[config.mk]
export PLATFORM = sky130hd
export DESIGN_NAME = axi_bridge
export DESIGN_NICKNAME = d
export VERILOG_FILES = /design/src/rtl/axi_bridge.sv
export SDC_FILE = /design/constraint.sdc
export NUM_CORES = 1
export LEC_CHECK = 0
export BUFFER_PORTS_ARGS = -buffer_cell sky130_fd_sc_hd__clkbuf_2
export CAP_MARGIN = 40
export CORE_AREA = 2 2 186 188
export DETAILED_ROUTE_END_ITERATION = 12
export DIE_AREA = 0 0 188 190
export PLACE_DENSITY = 0.47
export SLEW_MARGIN = 20
export SYNTH_ARGS = -nofsm -noshare
export SYNTH_HDL_FRONTEND = slang
export SYNTH_SLANG_ARGS = --single-unit
[constraint.sdc]
create_clock -name clk -period 1.8 [get_ports clk]
set_input_delay 0.09 -clock clk [delete_from_list [all_inputs] [get_ports clk]]
set_output_delay 0.09 -clock clk [all_outputs]
set_load 0.005 [all_outputs]
[src/rtl/axi_bridge.sv]
// axi_bridge: cache-to-AXI4 master bridge with independent read/write FSMs; sticky err_o only when AXI_BRIDGE_ERR_EN is defined
module axi_bridge #(
    parameter logic [3:0] AXI_ID = 4'd0
) (
    input  logic        clk,
    input  logic        rst,
    input  logic        rd_valid_i,
    input  logic [31:0] rd_addr_i,
    input  logic [7:0]  rd_len_i,
    output logic        rd_ready_o,
    output logic        rd_last_o,
    output logic [63:0] rd_data_o,
    input  logic        wr_valid_i,
    input  logic [31:0] wr_addr_i,
    input  logic [7:0]  wr_len_i,
    input  logic [2:0]  wr_size_i,
    input  logic [7:0]  wr_strb_i,
    input  logic [63:0] wr_data_i,
    output logic        wr_ready_o,
    output logic        wr_last_o,
    output logic        arvalid,
    input  logic        arready,
    output logic [3:0]  arid,
    output logic [31:0] araddr,
    output logic [7:0]  arlen,
    output logic [2:0]  arsize,
    output logic [1:0]  arburst,
    input  logic        rvalid,
    output logic        rready,
    input  logic [63:0] rdata,
    input  logic [1:0]  rresp,
    input  logic        rlast,
    output logic        awvalid,
    input  logic        awready,
    output logic [3:0]  awid,
    output logic [31:0] awaddr,
    output logic [7:0]  awlen,
    output logic [2:0]  awsize,
    output logic [1:0]  awburst,
    output logic        wvalid,
    input  logic        wready,
    output logic [63:0] wdata,
    output logic [7:0]  wstrb,
    output logic        wlast,
    input  logic        bvalid,
    output logic        bready,
    input  logic [1:0]  bresp,
    output logic        err_o
);
    localparam logic [1:0] R_IDLE = 2'd0, R_ADDR = 2'd1, R_DATA = 2'd2;
    localparam logic [1:0] W_IDLE = 2'd0, W_ADDR = 2'd1, W_DATA = 2'd2, W_RESP = 2'd3;
    logic [1:0]  r_rstate, r_wstate;
    logic [7:0]  r_cnt;
    logic        w_rhs, w_whs, w_bhs;
    assign arid    = AXI_ID;
    assign awid    = AXI_ID;
    assign arsize  = 3'd3;
    assign arburst = 2'b01;
    assign awburst = 2'b01;
    assign rready  = r_rstate == R_DATA;
    assign wvalid  = r_wstate == W_DATA;
    assign bready  = r_wstate == W_RESP;
    assign wdata   = wvalid ? wr_data_i : 64'd0;
    assign wstrb   = wvalid ? wr_strb_i : 8'd0;
    assign wlast   = wvalid && r_cnt == awlen;
    assign wr_ready_o = wvalid & wready;
    assign w_rhs   = rvalid & rready;
    assign w_whs   = wvalid & wready;
    assign w_bhs   = bvalid & bready;
    // The last-pulse cycle blocks re-acceptance since the cache still holds valid then
    always_ff @(posedge clk) begin
        if (rst) begin
            r_rstate   <= R_IDLE;
            arvalid    <= 1'b0;
            araddr     <= 32'd0;
            arlen      <= 8'd0;
            rd_ready_o <= 1'b0;
            rd_last_o  <= 1'b0;
            rd_data_o  <= 64'd0;
        end else begin
            rd_ready_o <= w_rhs;
            rd_last_o  <= w_rhs & rlast;
            if (w_rhs) rd_data_o <= rdata;
            case (r_rstate)
                R_IDLE: if (rd_valid_i && !rd_last_o) begin
                    r_rstate <= R_ADDR;
                    arvalid  <= 1'b1;
                    araddr   <= rd_addr_i;
                    arlen    <= rd_len_i;
                end
                R_ADDR: if (arready) begin
                    r_rstate <= R_DATA;
                    arvalid  <= 1'b0;
                end
                R_DATA: if (w_rhs && rlast) r_rstate <= R_IDLE;
                default: r_rstate <= R_IDLE;
            endcase
        end
    end
    always_ff @(posedge clk) begin
        if (rst) begin
            r_wstate  <= W_IDLE;
            r_cnt     <= 8'd0;
            awvalid   <= 1'b0;
            awaddr    <= 32'd0;
            awlen     <= 8'd0;
            awsize    <= 3'd0;
            wr_last_o <= 1'b0;
        end else begin
            wr_last_o <= 1'b0;
            case (r_wstate)
                W_IDLE: if (wr_valid_i && !wr_last_o) begin
                    r_wstate <= W_ADDR;
                    awvalid  <= 1'b1;
                    awaddr   <= wr_addr_i;
                    awlen    <= wr_len_i;
                    awsize   <= wr_size_i;
                    r_cnt    <= 8'd0;
                end
                W_ADDR: if (awready) begin
                    r_wstate <= W_DATA;
                    awvalid  <= 1'b0;
                end
                W_DATA: if (w_whs) begin
                    r_cnt <= r_cnt + 8'd1;
                    if (wlast) r_wstate <= W_RESP;
                end
                default: if (bvalid) begin
                    r_wstate  <= W_IDLE;
                    wr_last_o <= 1'b1;
                end
            endcase
        end
    end
`ifdef AXI_BRIDGE_ERR_EN
    always_ff @(posedge clk) begin
        if (rst) err_o <= 1'b0;
        else if ((w_rhs && rresp != 2'b00) || (w_bhs && bresp != 2'b00)) err_o <= 1'b1;
    end
`else
    logic w_unused;
    assign w_unused = ^{rresp, bresp, w_bhs};
    assign err_o = 1'b0;
`endif
endmodule

## Yosys cells after proc, flatten, opt, wreduce, memory -nomap -nowiden

Index checks and enable logic that the tools add are counted.

- Bits in registers: 164
- Latch bits: 0
- Bits in writable memories: 0
- Memory bits (read-only): 0
- Input port bits: 233
- Output and inout bits: 245
- Word-level logic and storage cells: 73
- Memories kept: 0

- Add/subtract/negate cells: 1
- Multipliers: 0
- Div/mod/pow operators: 0
- Order comparisons: 0
- Equal/unequal tests: 13
- Shift operators: 0
- Mux-type cells: 22
- Bitwise operators: 3
- Reduce and logical (&&, ||, !) cells: 20

Operators with widths:

| kind | number |
|---|---|
| $mux 64 | 1 |
| $mux 8 | 3 |
| $mux 2 | 8 |
| $pmux 8 s2 | 1 |
| $pmux 2 s3 | 2 |
| $reduce_and 3->1 | 4 |
| $ne 2x2->1 const B | 5 |
| $add 8x1->8 const B | 1 |
| $eq 8x8->1 | 1 |
| $eq 2x2->1 const B | 3 |
| $reduce_bool 2->1 | 3 |
| $mux 1 | 5 |
| $reduce_and 5->1 | 1 |
| $eq 2x1->1 const B | 2 |
| $logic_and 1x1->1 | 4 |
| $logic_not 2->1 | 2 |
| $ne 2x1->1 const B | 2 |
| $pmux 1 s2 | 2 |
| $reduce_and 2->1 | 2 |
| $reduce_bool 4->1 | 1 |
| $reduce_or 4->1 | 1 |
| $and 1x1->1 | 3 |
| $logic_not 1->1 | 2 |

## Logic depth before layout (Yosys ltp)

Gate-level depths: netlist of run 1.

- Word-level depth: 5
- Mapped depth: 8
- Mapped depth without buffers: 7

## Worst setup path after synthesis of run 1

OpenSTA, ideal clock, no wires.

- Path kind: flip-flop to flip-flop
- From: register r_wstate[0]
- To: register awlen[0]
- Library setup time: 132 ps
- Arrival: 1451 ps
- Data required time: 1668 ps
- Setup slack: 217 ps
- Stages on the path, launching flop included: 9
- Buffers on the path: 2
- Clock period less this slack: 1583 ps
- Cells stage by stage: dfxtp_1 -> inv_1 -> ha_1 -> inv_1 -> or2_2 -> clkbuf_1 -> buf_2 -> nand2_1 -> a21oi_1

- Cells in the longest elaborated chain, start to end: 2

RTL lines:

| element | line | RTL |
|---|---|---|
| start, declared | 52 | `logic [1:0] r_rstate, r_wstate;` |
| start signal, assigned | 102 | `r_wstate <= W_IDLE;` |
| start signal, assigned | 113 | `r_wstate <= W_ADDR;` |
| start signal, assigned | 121 | `r_wstate <= W_DATA;` |
| $logic_not 2->1 | 111 | `case (r_wstate)` |
| $reduce_and 2->1 (no source line) | n/a |  |
| end signal, assigned | 116 | `awlen <= wr_len_i;` |
| end, declared | 37 | `output logic [7:0] awlen,` |

Every way passes these cells.
A chain may end at the register's enable or synchronous reset.

## Worst setup path in the final report of run 1

- From: register r_wstate[0]
- To: output wdata[44]

- Cells in the longest elaborated chain, start to end: 2

RTL lines:

| element | line | RTL |
|---|---|---|
| $eq 2x2->1 | 61 | `assign wvalid = r_wstate == W_DATA;` |
| $mux 64 | 63 | `assign wdata = wvalid ? wr_data_i : 64'd0;` |
| end, declared | 42 | `output logic [63:0] wdata,` |

Every way passes these cells.

==> results of run 1 <==
==> worst max-delay path: stages (launching register included) <==
cell	delay (ns)
dfxtp_1	0.33
inv_2	0.09
ha_4	0.21
bufbuf_16	0.31
and2_1	0.13
clkbuf_2	0.13
==> placed cells by master, fill, tap and decap left out, types with 3 or more instances in the layout <==
cell type / n
dfxtp_1: 163
inv_1: 6
dlygate4sd3_1: 152
clkinv_2: 4
buf_4: 15
a21oi_1: 151
and2_1: 73
xor2_1: 5
nor2_1: 16
ha_1: 4
nand3_1: 5
conb_1: 16
clkbuf_16: 17
xnor2_1: 8
nand2_1: 300
nand2b_1: 5
nand4_1: 4
buf_12: 8
clkbuf_2: 456
clkinvlp_4: 3
==> metal layers <==
layer	wire [um]	GRT usage (%)	vias up
met5	0	0	-
met4	359	4.603	0
met3	1794	4.722	18
met2	11940	21.73	260
met1	11460	17.47	3486
li1	-	-	3846
==> power by group <==
group	switching, mW	internal, mW
logic	1.75	1.67
registers	0.211	3.95
clock network	1.56	2.12
total	3.52	7.74
==> kinds of logic after synthesis <==
kind of cell    after synthesis  synth area share (%)
compound gates              159                 12.69
xor+xnor                     14                 1.985
fa+ha+maj                     6                 1.145
buf+inv                      81                 5.784
flops                       164                 50.09
mux                           4                0.7062
other cells                   2                0.1146
simple gates                416                 27.49
==> synthesized netlist by cell type, drive strengths merged, types with 2 or more instances <==
master	count	share of area (%)
clkbuf	43	2.5
nor2	17	1.0
mux2	2	0.40
nand2	301	17
a21oi	152	12
nand4	4	0.38
ha	6	1.1
xnor2	9	1.3
nor3	4	0.31
xor2	5	0.67
mux2i	2	0.31
nand3	5	0.38
inv	7	0.40
buf	31	2.9
conb	2	0.11
and3	2	0.19
and2	74	7.1
dfxtp	164	50
nand2b	5	0.48
==> state kept, by name (all words and copies together) (netlist names), 2 cells and up <==
register / count
awsize: 3
arlen: 8
r_cnt: 8
rd_data_o: 64
r_wstate: 2
awaddr: 32
r_rstate: 2
araddr: 32
awlen: 8
==> cell type report <==
cell class	instances	area, um2
fillers	3595	22370
clock buffers	20	456.7
inverters	7	26.28
multi-input cells	615	2979
repair buffers	633	4136
flip-flops and latches	164	3284
clock inverters	12	128.9
well taps	455	569.3
==> final timing paths <==
kind                                    end  slack, ns
worst min-delay path             araddr[20]       0.08
worst min register to register     arlen[3]       0.45
worst max-delay path              wdata[44]       0.07
worst max register to register  r_wstate[0]       0.15
==> repair_timing <==
| action | in CTS | in global routing |
|---|---|---|
| setup endpoints to repair | 17 | 41 |
| setup buffers | 0 | 2 |
| hold buffers | 152 | 0 |
| gates resized for setup | 4 | 2 |
| endpoints found under the hold margin | 153 | 0 |
| cloned | 2 | 0 |
| pin swaps | 0 | 2 |
==> flow_summary.json, run 1 <==
{
  "postPlaceCellArea_um2": 9380,
  "crit_type": "register to output pin",
  "start_util_pct": 19.31,
  "cp-start-kind": "register",
  "num_vias": 7610,
  "pwr_density_cell_nw_per_um2": 971.9,
  "r2r_cells": 5,
  "coreArea_um2": 33950,
  "ys_seq_area_share_pct": 50.09,
  "fin_crit_sh_pct": 96.14,
  "grt_pass1_wl_mm": 38.50,
  "min_path_cells": 2,
  "synth_warnings": 0,
  "timing.rr.start": "awlen[7]",
  "min_from": "rst",
  "path_max_fanout": 19,
  "postRouteAntennaNets": 0,
  "syn_area_um2": 6555,
  "viasPerCell": 3.993,
  "dp_worst_setup_slack_ns": 0.1732,
  "setup_slack_ns": 0.06951,
  "wl_per_cell_um": 13.41,
  "avgSynthCellArea_um2": 7.748,
  "ir_drop_mv": 0.5992,
  "hold_slack_ns": 0.07532,
  "final_area_um2": 11580,
  "place_congestion": 0.8216,
  "io_buffers": 457,
  "setup_viol": 0,
  "fin_cells": 1906,
  "fp.dieArea_um2": 35720,
  "clock_sinks": 164,
  "rows": 68,
  "synthArstFlopShare_pct": 0,
  "place_inst": 1718,
  "grt_pass1_vias": 7135,
  "numCtsBuffers": 17,
  "p_leak_nw": 5.396,
  "synth_edf_count": 0,
  "rsz0062_at_grt": "true",
  "areaGrowthSynthToFinish_pct": 76.67,
  "fmax_mhz": 577.9,
  "arrival_ns": 1.64,
  "drive_above_1_share_pct": 36.53,
  "ios": 478,
  "timing.max_cap.violations": 0,
  "cp-startpoint": "r_wstate[0]",
  "utilization_pct": 34.11,
  "finalHoldViolCount": 0,
  "die_h_um": 190,
  "clock_latency_ns": 0.44,
  "grt_overflow": 0,
  "finalMaxSlewViolations": 0,
  "totalPowerFinal_mw": 11.26,
  "fin_setup_tns_ns": 0,
  "synth_ff_type": "dfxtp_1",
  "fin_nets": 1677,
  "htree_levels": 4,
  "gr-usage-all-layers_pct": 13.75,
  "antenna_cells": 0,
  "drt-initial-drc-count": 276,
  "dr.pass1.iters": 4,
  "clkTransAtPathRegs_ns": 0.07,
  "grt_max_degree": 65,
  "end_kind": "output pin",
  "hp-class": "primary input to register",
  "cts_tree": "built",
  "drcViolationCount": 0,
  "skew_ns": 0.01194,
  "syn_inst": 846,
  "cts_buffer_depth": 2,
  "antenna_found_initial": 0,
  "wl_mm": 25.56,
  "cts_root_buffer": "clkbuf_16",
  "ys_ff_latch": 164,
  "hpwl_mm": 18.06,
  "synth.distinct_cells": 36,
  "post-route-min-period_ns": 1.730,
  "outcome": "completed",
  "required_ns": 1.71,
  "die_w_um": 188
}
No activity file was read; power rests on OpenSTA's default activity.
==> run 2: changes to the inputs <==
Settings changed: CORE_AREA 2 2 186 188 to 2 2 184 186, DIE_AREA 0 0 188 190 to 0 0 186 188, PLACE_DENSITY 0.47 to 0.48.
==> run 2 against run 1 <==
Worst setup slack better by 0.020 ns; largest power group unchanged; critical endpoint is now wdata[52]; routed wire length fell by 1.1%; critical path depth did not move; clock power rose by 3%; critical path type unchanged.
==> flow_summary.json, run 2 (synthesized netlist as in run 1, its figures left out) <==
{
  "outcome": "completed",
  "rrSetupSlack_ns": 0.17,
  "end_kind": "output pin",
  "io_buffers": 457,
  "pwr_density_cell_nw_per_um2": 979.0,
  "finalMaxSlewViolations": 0,
  "cts_setup_buffers": 0,
  "wl_per_cell_um": 13.31,
  "p_clk_share_pct": 33.5,
  "ios": 478,
  "clock_sinks": 164,
  "finalHoldViolCount": 0,
  "gr-usage-all-layers_pct": 14.03,
  "rows": 67,
  "grt_pass1_wl_mm": 38.76,
  "p_comb_share_pct": 29.8,
  "totalPowerFinal_mw": 11.32,
  "fin_crit_sh_pct": 95.02,
  "start_util_pct": 19.80,
  "fin_nets": 1677,
  "grt_max_degree": 65,
  "regMostFlops": "rd_data_o",
  "fin_setup_tns_ns": 0,
  "hp-class": "primary input to register",
  "htree_levels": 4,
  "die_w_um": 186,
  "p_switching_mw": 3.488,
  "dr.pass1.iters": 6,
  "utilization_pct": 34.92,
  "reg_top3": "rd_data_o: 64 flops, araddr: 32 flops, awaddr: 32 flops",
  "skew_ns": 0.008241,
  "wl_mm": 25.27,
  "areaGrowthSynthToFinish_pct": 76.39,
  "place_congestion": 0.7764,
  "postRouteAntennaNets": 0,
  "setup_viol": 0,
  "antenna_cells": 0,
  "hpwl_mm": 17.76,
  "clkTransAtPathRegs_ns": 0.07,
  "coreArea_um2": 33110,
  "largest_register_ffs": 64,
  "grt_overflow": 0,
  "post-route-min-period_ns": 1.710,
  "numCtsBuffers": 17,
  "grt_pass1_vias": 7239,
  "drive_above_1_share_pct": 36.41,
  "drt-initial-drc-count": 245,
  "sw_frac_of_total_pct": 30.82,
  "path_max_fanout": 38,
  "layout_commonest_cell": "clkbuf_2",
  "fmax_mhz": 584.7,
  "cts_buffer_depth": 2,
  "timing.max_cap.violations": 0,
  "seq_power_share_pct": 36.7,
  "ir_drop_mv": 0.5700,
  "hold_slack_ns": 0.1294,
  "num_vias": 7556,
  "cp-start-kind": "register",
  "fp.dieArea_um2": 34970,
  "power.internal_mw": 7.831,
  "drcViolationCount": 0,
  "die_h_um": 188,
  "fin_cells": 1898,
  "cts_root_buffer": "clkbuf_16",
  "rsz0062_at_grt": "true",
  "required_ns": 1.71,
  "final_cell_mix": "clkbuf_2, nand2_1, dfxtp_1",
  "clock_latency_ns": 0.42,
  "place_inst": 1713,
  "antenna_found_initial": 0,
  "crit_type": "register to output pin",
  "p_leak_nw": 5.389,
  "viasPerCell": 3.981,
  "arrival_ns": 1.62,
  "cts_tree": "built"
}
==> run 2: cell types whose count changed in the layout (fill, tap and decap cells not counted), sizes merged <==
cell      delta
clkbuf       -2
clkinv       -2
bufbuf       +1
bufinv       +1
clkinvlp     +1
==> run 2: what timing repair did <==
action                                  CTS  global route
cloned                                    2             0
gates resized for setup                   2             4
pin swaps                                 0             1
hold endpoints to repair                151             0
hold buffers                            152             0
endpoints found under the setup margin    3            71
==> run 2: power by group through the flow <==
stage / logic, mW / clock network [mW] / registers [mW]
floorplan: 1.50 / 0 / 4.23
global route: 3.72 / 4.11 / 4.20
CTS: 3.39 / 3.95 / 4.15
finish: 3.37 / 3.79 / 4.16
detailed placement: 2.91 / 0 / 4.23
global placement: 2.90 / 0 / 4.21
==> run 2: metrics by stage <==
step / instance area [um2] / setup slack (ns)
2_1_floorplan: 6608 / 0.2168
3_3_place_gp: 9361 / 0.1757
3_5_place_dp: 9361 / 0.1347
4_1_cts: 11560 / -0.005327
5_1_grt: 11560 / -0.02192
6_report: 11560 / 0.08967
==> run 2: layout make-up <==
| class | instances | area (um2) |
|---|---|---|
| multi-input cells | 615 | 2974 |
| well taps | 448 | 560.5 |
| clock buffers | 19 | 442.9 |
| fillers | 3452 | 21550 |
| flip-flops and latches | 164 | 3287 |
| repair buffers | 633 | 4116 |
| inverters | 7 | 26.28 |
| clock inverters | 12 | 155.1 |
==> run 2: routing by layer <==
layer	share of wire [%]	vias up	track usage [%]
met5	0	-	0
met4	1.4	0	4.058
met3	6.8	23	4.331
met2	46	237	22.56
met1	46	3457	17.98
li1	-	3839	-
==> run 2: critical path: stages, from the launching register on <==
cell       delay [ns]
dfxtp_1          0.32
inv_2            0.09
ha_4             0.19
bufbuf_16        0.34
and2_1           0.14
clkbuf_2         0.11
==> run 2: final timing paths <==
| check | from | to | depth (start not counted) |
|---|---|---|---|
| worst min register to register | araddr[5] | araddr[5] | 2 |
| worst min-delay path | rst | arvalid | 2 |
| worst max register to register | r_cnt[7] | r_wstate[0] | 5 |
| worst max-delay path | r_wstate[0] | wdata[52] | 5 |
==> run 3: changes to the inputs <==
Settings changed: CELL_PAD_IN_SITES_DETAIL_PLACEMENT from default to 0, CELL_PAD_IN_SITES_GLOBAL_PLACEMENT from default to 1, CORE_AREA 2 2 184 186 to 2 2 186 188, CTS_BUF_LIST from default to sky130_fd_sc_hd__clkbuf_8, DIE_AREA 0 0 186 188 to 0 0 188 190, PLACE_DENSITY 0.48 to 0.64.
Clock period 1.8 ns to 1.6 ns, I/O delays scaled along.
==> run 3 against run 2 <==
Sequential share of layout area is 2.1 points lower; critical path depth up 1; count of clock-buffer cells in the layout is 1 lower; die area is 2.2% higher; global-route usage is essentially flat; the flow now finishes with violations (negative setup slack); worst setup slack lost 0.24 ns; power grew 25%; combinational power is 76% higher; core utilization is 2.0 points higher; largest power group is now combinational logic; first-iteration DRC count is 9.4% higher.
==> flow_summary.json, run 3 (synthesized netlist as in run 1, its figures left out) <==
{
  "wl_met1_mm": 12.11,
  "wl_met3_mm": 1.938,
  "regMostFlops": "rd_data_o",
  "clock_latency_ns": 0.47,
  "postRouteAntennaNets": 0,
  "critPathSlowestCell": "dfxtp_2",
  "dr.pass1.iters": 4,
  "min_from": "rd_valid_i",
  "wl_mm": 27.45,
  "hp-class": "primary input to register",
  "outcome": "complete, but fails checks",
  "fin_nets": 1712,
  "io_buffers": 457,
  "rrSetupSlack_ns": -0.09,
  "crit_type": "register to output pin",
  "die_w_um": 188,
  "final_cell_mix": "clkbuf_2, nand2_1, dfxtp_1, dlygate4sd3_1, a21oi_1",
  "ir_drop_mv": 0.5046,
  "ios": 478,
  "reg_top3": "rd_data_o: 64 flops, araddr: 32 flops, awaddr: 32 flops",
  "cts_tree": "built",
  "whs_endpoint": "r_rstate[0]",
  "coreArea_um2": 33950,
  "finalHoldViolCount": 0,
  "fillerInstances": 3528,
  "antenna_found_initial": 1,
  "drt-initial-drc-count": 268,
  "pwr_density_cell_nw_per_um2": 1126,
  "totalPowerFinal_mw": 14.12,
  "top_layer_used": "met4",
  "place_inst": 1728,
  "violations": "negative setup slack",
  "wl_met2_mm": 12.87,
  "setup_slack_ns": -0.1468,
  "drcViolationCount": 0,
  "die_h_um": 190,
  "numCtsBuffers": 17,
  "crit_chain": "inv_2 -> ha_4 -> buf_4 -> buf_8 -> and2_1 -> clkbuf_2",
  "end_kind": "output pin",
  "num_vias": 7758,
  "layout_commonest_cell": "clkbuf_2",
  "clock_sinks": 164,
  "p_leak_nw": 5.778,
  "place_congestion": 0.7559,
  "grt_overflow": 0,
  "grt_pass1_vias": 7368,
  "slowest_delay_ns": 0.33,
  "viasPerCell": 3.997,
  "finalMaxSlewViolations": 0,
  "skew_ns": 0.01154,
  "post-route-min-period_ns": 1.747,
  "arrival_ns": 1.67,
  "cts_buffer_depth": 2,
  "cts_root_buffer": "clkbuf_8",
  "grt_max_degree": 61,
  "timing.max_cap.violations": 0,
  "clkTransAtPathRegs_ns": 0.09,
  "path_max_fanout": 10,
  "r2r_end": "r_wstate[0]",
  "rsz0062_at_grt": "true",
  "areaGrowthSynthToFinish_pct": 91.32,
  "fmax_mhz": 572.5,
  "fin_cells": 1941,
  "wl_per_cell_um": 14.14,
  "start_util_pct": 19.31,
  "grt_pass1_wl_mm": 39.75,
  "gr-usage-all-layers_pct": 14.07,
  "hpwl_mm": 17.60,
  "r2r_cells": 8,
  "drive_above_1_share_pct": 42.76,
  "setup_viol": 77,
  "htree_levels": 4,
  "timing.rr.start": "r_wstate[0]",
  "largest_register_ffs": 64,
  "required_ns": 1.52,
  "cp-start-kind": "register",
  "rows": 68,
  "fin_crit_sh_pct": 109.2,
  "fp.dieArea_um2": 35720,
  "min_path_cells": 5,
  "fin_setup_tns_ns": -7.654
}
-- run 3: cell types whose count changed in the layout (fill, tap and decap cells not counted), moves of 11 or more --
cell	change
and2_4	+53
buf_4	+11
clkbuf_2	-48
buf_6	+50
and2_1	-53
dfxtp_2	+11
clkbuf_8	+17
-- run 3: per-stage QoR --
step | hold WS, ns | worst slack, ns | instance area [um2] | utilization [%]
floorplan | 0.2017 | 0.01682 | 6608 | -
global placement | 0.3019 | 0.06902 | 9468 | 27.89
detailed placement | 0.3083 | 0.04501 | 9468 | 27.89
CTS | 0.02128 | -0.1669 | 11830 | 34.84
global route | 0.04159 | -0.2678 | 12540 | 36.93
finish | 0.07848 | -0.1468 | 12540 | 36.94
-- run 3: timing repair --
item / 4_1_cts / 5_1_grt
hold endpoints to repair: 154 / 0
pin swaps: 3 / 12
hold buffers: 153 / 0
setup endpoints to repair: 75 / 119
resized for setup: 33 / 136
buffers inserted: 9 / 6
cloned: 7 / 8
-- run 3: power by group --
| group | switching, mW | total, mW | leakage (nW) | internal, mW |
|---|---|---|---|---|
| Combinational | 2.62 | 5.93 | 4.21 | 3.31 |
| Sequential | 0.219 | 4.67 | 1.34 | 4.45 |
| Clock | 1.63 | 3.52 | 0.225 | 1.89 |
| Total | 4.47 | 14.1 | 5.78 | 9.65 |
-- run 3: how the worst max path moves through the flow --
stage	start	end	slack (ns)	cells after the start
final	r_wstate[0]	wdata[7]	-0.15	6
after global routing	r_wstate[0]	wdata[7]	-0.27	6
after CTS	r_wstate[0]	wdata[7]	-0.17	6
after detailed placement	r_wstate[0]	awaddr[23]	0.05	7
after global placement	r_cnt[1]	r_wstate[0]	0.07	5
after floorplan	r_wstate[0]	awlen[0]	0.02	8
-- run 3: layout make-up --
type,instances,area (um2),share of cell area (%)
diodes,1,2.502,0.01995
clock buffers,18,247.7,1.975
clock inverters,13,206.4,1.646
inverters,7,31.28,0.2494
multi-input cells,615,3209,25.59
flip-flops and latches,164,3297,26.29
well taps,455,569.3,4.540
repair buffers,668,4977,39.69
-- run 3: worst max-delay path, delay by kind of cell (launching register included) --
| family | cells | cell delay (ns) |
|---|---|---|
| adder cells (fa/ha/maj) | 1 | 0.21 |
| buffers and inverters | 4 | 0.49 |
| flip-flops | 1 | 0.33 |
| AND/OR/NAND/NOR | 1 | 0.15 |
-- run 3: layer usage --
layer | global-route usage, % | up-vias
li1 | - | 3916
met1 | 17.73 | 3542
met2 | 22.47 | 270
met3 | 4.796 | 30
met4 | 4.694 | 0
met5 | 0 | -
